===== config.mk =====
export PLATFORM = sky130hd
export DESIGN_NAME = malu_sequencer
export DESIGN_NICKNAME = d
export VERILOG_FILES = /design/src/rtl/malu_sequencer.sv
export SDC_FILE = /design/constraint.sdc
export NUM_CORES = 1
export LEC_CHECK = 0
export BUFFER_PORTS_ARGS = -buffer_cell sky130_fd_sc_hd__buf_4
export CORE_MARGIN = 5
export CORE_UTILIZATION = 42
export CTS_BUF_LIST = sky130_fd_sc_hd__clkbuf_2 sky130_fd_sc_hd__clkbuf_4 sky130_fd_sc_hd__clkbuf_8
export CTS_CLUSTER_DIAMETER = 50
export DETAILED_ROUTE_END_ITERATION = 7
export PLACE_DENSITY = 0.73
export SLEW_MARGIN = 20
export SYNTH_ARGS = -nofsm -noshare
export SYNTH_HDL_FRONTEND = slang
export SYNTH_SLANG_ARGS = --single-unit

===== constraint.sdc =====
create_clock -name i_clk -period 6.1 [get_ports i_clk]
set_input_delay 0.61 -clock i_clk [delete_from_list [all_inputs] [get_ports i_clk]]
set_output_delay 0.61 -clock i_clk [all_outputs]
set_load 0.02 [all_outputs]

===== src/rtl/malu_sequencer.sv =====
// malu_sequencer
//   Command-driven controller that walks the matrix ALU over a whole matrix.
//   One command (opcode, rows, columns, operand base addresses) is accepted in
//   IDLE. Then, for each element k in 0..rows*cols-1:
//     READ  : read operand RAM at base_a+k / base_b+k (addresses wrap silently)
//     ISSUE : pulse the MALU with the returned element pair
//     WAIT  : wait for MALU completion and capture {hi, lo}
//     OUT   : offer the result on the res_* stream until it is accepted
//   DONE pulses o_done for one cycle and returns to IDLE.
//   An illegal opcode sets o_err and goes straight to DONE. A zero element
//   count goes straight to DONE without error. Neither case reads memory.
//
// Handshakes: a transfer happens on a rising clock edge where valid and ready
//   are both high. The offering side holds its payload stable, and keeps valid
//   asserted, until that edge. cmd_valid/cmd_ready and res_valid/res_ready both
//   follow this rule. res_ready may be high before res_valid rises.
//
// Ports
//   i_clk, reset_n                        clock; asynchronous active-low reset
//   cmd_valid/cmd_ready, cmd_op, cmd_size_1/2, cmd_base_a/b
//                                         command input (cmd_ready only in IDLE)
//   mem_rd_en, mem_addr_a/b, mem_data_a/b operand RAM (data one cycle after
//                                         mem_rd_en)
//   malu_i_ready, malu_op_code, malu_size_1/2, malu_mat_1/2
//                                         MALU issue side
//   malu_o_ready, malu_hi, malu_lo        MALU completion and result
//   res_valid/res_ready, res_data, res_last
//                                         result stream
//   o_busy, o_done, o_err                 status (o_err is sticky until the
//                                         next command is accepted)
//   dbg_state_o                           current FSM state, for observation
//
// Build option: MALU_SEQ_TIMEOUT_EN adds a WAIT watchdog. After TIMEOUT_CYC
//   WAIT cycles without malu_o_ready it sets o_err, abandons the remaining
//   elements and goes to DONE.
module malu_sequencer #(
   parameter int BITNESS = 8,
   parameter int ADDR_W  = 8
`ifdef MALU_SEQ_TIMEOUT_EN
   ,
   parameter int TIMEOUT_CYC = 255
`endif
) (
   input  logic                   i_clk,
   input  logic                   reset_n,
   input  logic                   cmd_valid,
   output logic                   cmd_ready,
   input  logic [7:0]             cmd_op,
   input  logic [BITNESS-1:0]     cmd_size_1,
   input  logic [BITNESS-1:0]     cmd_size_2,
   input  logic [ADDR_W-1:0]      cmd_base_a,
   input  logic [ADDR_W-1:0]      cmd_base_b,
   output logic                   mem_rd_en,
   output logic [ADDR_W-1:0]      mem_addr_a,
   output logic [ADDR_W-1:0]      mem_addr_b,
   input  logic [BITNESS-1:0]     mem_data_a,
   input  logic [BITNESS-1:0]     mem_data_b,
   output logic                   malu_i_ready,
   output logic [7:0]             malu_op_code,
   output logic [BITNESS-1:0]     malu_size_1,
   output logic [BITNESS-1:0]     malu_size_2,
   output logic [BITNESS-1:0]     malu_mat_1,
   output logic [BITNESS-1:0]     malu_mat_2,
   input  logic                   malu_o_ready,
   input  logic [BITNESS-1:0]     malu_hi,
   input  logic [BITNESS-1:0]     malu_lo,
   output logic                   res_valid,
   input  logic                   res_ready,
   output logic [2*BITNESS-1:0]   res_data,
   output logic                   res_last,
   output logic                   o_busy,
   output logic                   o_done,
   output logic                   o_err,
   output logic [2:0]             dbg_state_o
);

   localparam logic [7:0] OP_ADD   = 8'h01;
   localparam logic [7:0] OP_SUB   = 8'h02;
   localparam logic [7:0] OP_DOT   = 8'h03;
   localparam logic [7:0] OP_CROSS = 8'h04;
   localparam logic [7:0] OP_MULI  = 8'h05;
   localparam logic [7:0] OP_DET   = 8'h06;
   localparam logic [7:0] OP_TRANS = 8'h07;

   localparam int CW = 2 * BITNESS;
   localparam logic [CW-1:0] ONE = CW'(1);

   typedef enum logic [2:0] {
      S_IDLE  = 3'd0,
      S_READ  = 3'd1,
      S_ISSUE = 3'd2,
      S_WAIT  = 3'd3,
      S_OUT   = 3'd4,
      S_DONE  = 3'd5
   } state_t;

   state_t               state_q, state_d;
   logic [CW-1:0]        k_q, k_d;
   logic [CW-1:0]        n_q, n_d;
   logic [7:0]           op_q, op_d;
   logic [BITNESS-1:0]   size1_q, size1_d;
   logic [BITNESS-1:0]   size2_q, size2_d;
   logic [ADDR_W-1:0]    base_a_q, base_a_d;
   logic [ADDR_W-1:0]    base_b_q, base_b_d;
   logic [CW-1:0]        res_q, res_d;
   logic                 err_q, err_d;
   logic                 op_legal;
   logic                 last_elem;
   logic [CW-1:0]        size_prod;

`ifdef MALU_SEQ_TIMEOUT_EN
   localparam int TW = $clog2(TIMEOUT_CYC + 1);
   // Value the counter holds in the final permitted WAIT cycle.
   localparam logic [TW-1:0] TO_LAST = TW'(TIMEOUT_CYC - 1);
   logic [TW-1:0] timer_q, timer_d;
`endif

   always_comb begin
      op_legal = 1'b0;
      case (cmd_op)
         OP_ADD, OP_SUB, OP_DOT, OP_CROSS, OP_MULI, OP_DET, OP_TRANS: op_legal = 1'b1;
         default: op_legal = 1'b0;
      endcase
   end

   // Element count is computed at full double width so 255x255 does not wrap.
   assign size_prod = {{BITNESS{1'b0}}, cmd_size_1} * {{BITNESS{1'b0}}, cmd_size_2};
   assign last_elem = (k_q == n_q - ONE);

   always_comb begin
      state_d  = state_q;
      k_d      = k_q;
      n_d      = n_q;
      op_d     = op_q;
      size1_d  = size1_q;
      size2_d  = size2_q;
      base_a_d = base_a_q;
      base_b_d = base_b_q;
      res_d    = res_q;
      err_d    = err_q;
`ifdef MALU_SEQ_TIMEOUT_EN
      timer_d  = timer_q;
`endif
      case (state_q)
         S_IDLE: begin
            if (cmd_valid) begin
               op_d     = cmd_op;
               size1_d  = cmd_size_1;
               size2_d  = cmd_size_2;
               base_a_d = cmd_base_a;
               base_b_d = cmd_base_b;
               n_d      = size_prod;
               k_d      = '0;
               err_d    = !op_legal;
               if (!op_legal || size_prod == '0) state_d = S_DONE;
               else                              state_d = S_READ;
            end
         end
         S_READ:  state_d = S_ISSUE;
         S_ISSUE: begin
            state_d = S_WAIT;
`ifdef MALU_SEQ_TIMEOUT_EN
            timer_d = '0;
`endif
         end
         S_WAIT: begin
            if (malu_o_ready) begin
               res_d   = {malu_hi, malu_lo};
               state_d = S_OUT;
            end
`ifdef MALU_SEQ_TIMEOUT_EN
            else if (timer_q == TO_LAST) begin
               err_d   = 1'b1;
               state_d = S_DONE;
            end else begin
               timer_d = timer_q + 1'b1;
            end
`endif
         end
         S_OUT: begin
            if (res_ready) begin
               if (last_elem) begin
                  state_d = S_DONE;
               end else begin
                  k_d     = k_q + ONE;
                  state_d = S_READ;
               end
            end
         end
         S_DONE:  state_d = S_IDLE;
         default: state_d = S_IDLE;
      endcase
   end

   always_ff @(posedge i_clk or negedge reset_n) begin
      if (!reset_n) begin
         state_q  <= S_IDLE;
         k_q      <= '0;
         n_q      <= '0;
         op_q     <= '0;
         size1_q  <= '0;
         size2_q  <= '0;
         base_a_q <= '0;
         base_b_q <= '0;
         res_q    <= '0;
         err_q    <= 1'b0;
`ifdef MALU_SEQ_TIMEOUT_EN
         timer_q  <= '0;
`endif
      end else begin
         state_q  <= state_d;
         k_q      <= k_d;
         n_q      <= n_d;
         op_q     <= op_d;
         size1_q  <= size1_d;
         size2_q  <= size2_d;
         base_a_q <= base_a_d;
         base_b_q <= base_b_d;
         res_q    <= res_d;
         err_q    <= err_d;
`ifdef MALU_SEQ_TIMEOUT_EN
         timer_q  <= timer_d;
`endif
      end
   end

   assign cmd_ready    = (state_q == S_IDLE);
   assign o_busy       = (state_q != S_IDLE);
   assign o_done       = (state_q == S_DONE);
   assign o_err        = err_q;
   assign mem_rd_en    = (state_q == S_READ);
   // The low bits of k are added modulo 2^ADDR_W, so addresses wrap silently.
   assign mem_addr_a   = base_a_q + k_q[ADDR_W-1:0];
   assign mem_addr_b   = base_b_q + k_q[ADDR_W-1:0];
   assign malu_i_ready = (state_q == S_ISSUE);
   // RAM data is forwarded only during the issue pulse; elsewhere it reads 0.
   assign malu_mat_1   = malu_i_ready ? mem_data_a : '0;
   assign malu_mat_2   = malu_i_ready ? mem_data_b : '0;
   assign malu_op_code = op_q;
   assign malu_size_1  = size1_q;
   assign malu_size_2  = size2_q;
   assign res_valid    = (state_q == S_OUT);
   assign res_last     = res_valid && last_elem;
   assign res_data     = res_q;
   assign dbg_state_o  = state_q;

endmodule


==> flow_summary.toml <==
[status]
outcome = "finished, final reports clean"

[sta]
finalHoldViolCount = 0
maxSlewViolCount = 0
fin_ws_ns = 1.01
final.setup.tns_ns = 0
timing.fmax_mhz = 197
fin_crit_sh = 0.834
fin_skew_ns = 0.0120
relSlewSlack = 0.386
report.final.setup_viol = 0
worst_pin_slew_ns = 0.917
layout_min_cycle_time_ns = 5.09
rsz0062_at_grt = "false"

[route]
post_drt_wl_per_cell_um = 16.4
drtPass1Iterations = 4
postRouteAntennaNets = 0
finalWirelength_um = 17800
drc = 0
vias = 5598
drt_iter0_drc = 314
vias_per_cell = 5.16

[clocking]
post_cts_buffers = 0
cts_resized = 0
numClockSinks = 92
cts_hold_buf = 0
cts_buffers = 9
cts_tree = "built"
clk_pin_slew_worst_paths_ns = 0.09
clk_latency_ns = 0.37
cts_htree_levels = 3
cts.path.max_buffers = 2
clockRootBuffer = "clkbuf_8"

[layout]
layout_common_cells = "164 x buf_4, 92 x dfrtp_1, 70 x inv_1, 70 x and2_1, 66 x mux2_2"
syn_to_final_growth_pct = 22.0
diodes = 0
nNetsFinal = 1021
filler_cell_count = 1560
final_common_cell = "buf_4"
drive_gt1_frac = 0.311
final_util = 0.518

[floorplanning]
boundaryPins = 160
die_w_um = 142
dieArea_mm2 = 0.0200
floorplan.initialDensity = 0.424
die_h_um = 142
core_area_mm2 = 0.0171
row_count = 48

[placed_design]
gp_congestion = 0.845
port_buffers = 159
hpwl_um = 14100
place_ws_ns = 0.620

[global_route]
first_global_vias = 5775
grt_max_degree = 63
grt_antenna_before_repair = 0
overflow = 0
grt_pass1_wl_um = 29000
track_usage = 0.181

[worst_setup_path]
critPathCaptureType = "register"
critPathLaunchType = "input port"
cp-startpoint = "cmd_size_2[2]"
path_buf_inv = 2
rrSetupSlack_ns = 1.98
reg2regPathDepth = 9
crit_type = "input port to register"
slowest_delay_ns = 0.60
cpMostUsedCell = "fa_1"
critPathRequiredTime_ns = 6.37
r2r_end = "malu_size_1[5]$_DFFE_PN0P_"
arrival_ns = 5.35
cp.depth = 14
path_max_fanout = 9
setup.worst_path.end = "dbg_state_o[2]$_DFFE_PN0P_"
crit_chain = "buf_4 > and2_1 > ha_1 > fa_1 > ha_1 > inv_1 > fa_1 > fa_1 > or4b_2 > or4_1 > or4_1 > nor4_1 > or4b_2 > o31ai_1"
crit_slowest_cell = "or4b_2"
reg2reg_from = "n_q[0]$_DFFE_PN0P_"
critPathTopFamily = "simple AND/OR/NAND/NOR gates"

[synthesis]
syn_nets = 872
yosysUniqueCellTypes = 59
synth_top_area_frac = 0.317
synth_edf_count = 0
ys_ff_latch = 92
syn_inst = 705
synth.largest_area_cell = "dfrtp_1"
ys_seq_area_frac = 0.317
synth_area_mm2 = 0.00726
synth_warnings = 0
synth.avg_cell_area_um2 = 10.3
synthArstFlopShare = 1.00
synth_top_flop_cell = "dfrtp_1"
synthTopCellsByArea = "dfrtp_1 32%, fa_1 10%, mux2_2 10%"

[power]
p_leak_nw = 4.28
power_mw = 4.41
powerDensity_mw_per_mm2 = 497
vdd_drop_max_v = 0.000315

[worst_hold_path]
worstHoldPathType = "input port to async pin"

[job]
drv_cap = 0
[worst min path at each step]
stage / start / endpoint / slack [ns] / depth (start not counted)
6_report: reset_n / k_q[2]$_DFFE_PN0P_ / 0.17 / 1
5_1_grt: reset_n / k_q[9]$_DFFE_PN0P_ / 0.19 / 1
4_1_cts: reset_n / base_b_q[1]$_DFFE_PN0P_ / 0.16 / 1
3_5_place_dp: res_data[8]$_DFFE_PN0P_ / res_data[8]$_DFFE_PN0P_ / 0.49 / 1
3_3_place_gp: res_data[12]$_DFFE_PN0P_ / res_data[12]$_DFFE_PN0P_ / 0.49 / 1
2_1_floorplan: reset_n / base_a_q[0]$_DFFE_PN0P_ / 0.31 / 0
[where the power goes]
| group | internal (mW) | total, mW | switching (mW) |
|---|---|---|---|
| registers | 0.894 | 1.19 | 0.294 |
| logic | 1.31 | 2.77 | 1.46 |
| clock network | 0.226 | 0.450 | 0.224 |
| total | 2.43 | 4.41 | 1.98 |
[flip-flops by register name (all words and copies together) (netlist names)]
name / cells
base_a_q: 8
base_b_q: 8
dbg_state_o: 3
k_q: 16
malu_op_code: 8
malu_size_1: 8
malu_size_2: 8
n_q: 16
o_err: 1
res_data: 16
[cell type report]
type	count	area [µm²]	share of cell area
Clock buffer	12	165	0.0186
Clock inverter	4	55.1	0.00621
Timing Repair Buffer	164	1230	0.139
Sequential cell	92	2300	0.260
Multi-Input combinational cell	517	4570	0.515
Tap cell	225	282	0.0318
Inverter	70	263	0.0296
[metal layers]
metal	vias to the layer above	GRT usage	wire, µm
li1	2719	-	-
met1	2719	0.234	7680
met2	144	0.305	8780
met3	16	0.0431	1070
met4	0	0.0485	257
met5	-	0	0
[kinds of logic after synthesis]
group / after synthesis / share of synthesized area
compound gates: 90 / 0.0870
xor+xnor: 41 / 0.0494
fa+ha+maj: 90 / 0.194
buf+inv: 96 / 0.0551
flops: 92 / 0.317
mux: 77 / 0.122
simple gates: 219 / 0.175
[cells in the mapped netlist, drive strengths merged, types with 12 or more instances]
master and n:
buf 12, a21oi 22, nor2 21, mux2 73
and2 70, nand3 13, ha 52, clkbuf 14
fa 38, inv 70, dfrtp 92, xor2 12
nand2 42, xnor2 29
[stage by stage]
| step | cell area [µm²] | cells | hold slack [ns] |
|---|---|---|---|
| after floorplan | 7260 | 705 | 0.314 |
| after global placement | 8640 | 1068 | 0.489 |
| after global routing | 8860 | 1084 | 0.191 |
| after CTS | 8860 | 1084 | 0.162 |
| final | 8860 | 1084 | 0.167 |
| after detailed placement | 8640 | 1068 | 0.495 |
No activity file was read; power rests on OpenSTA's default activity.
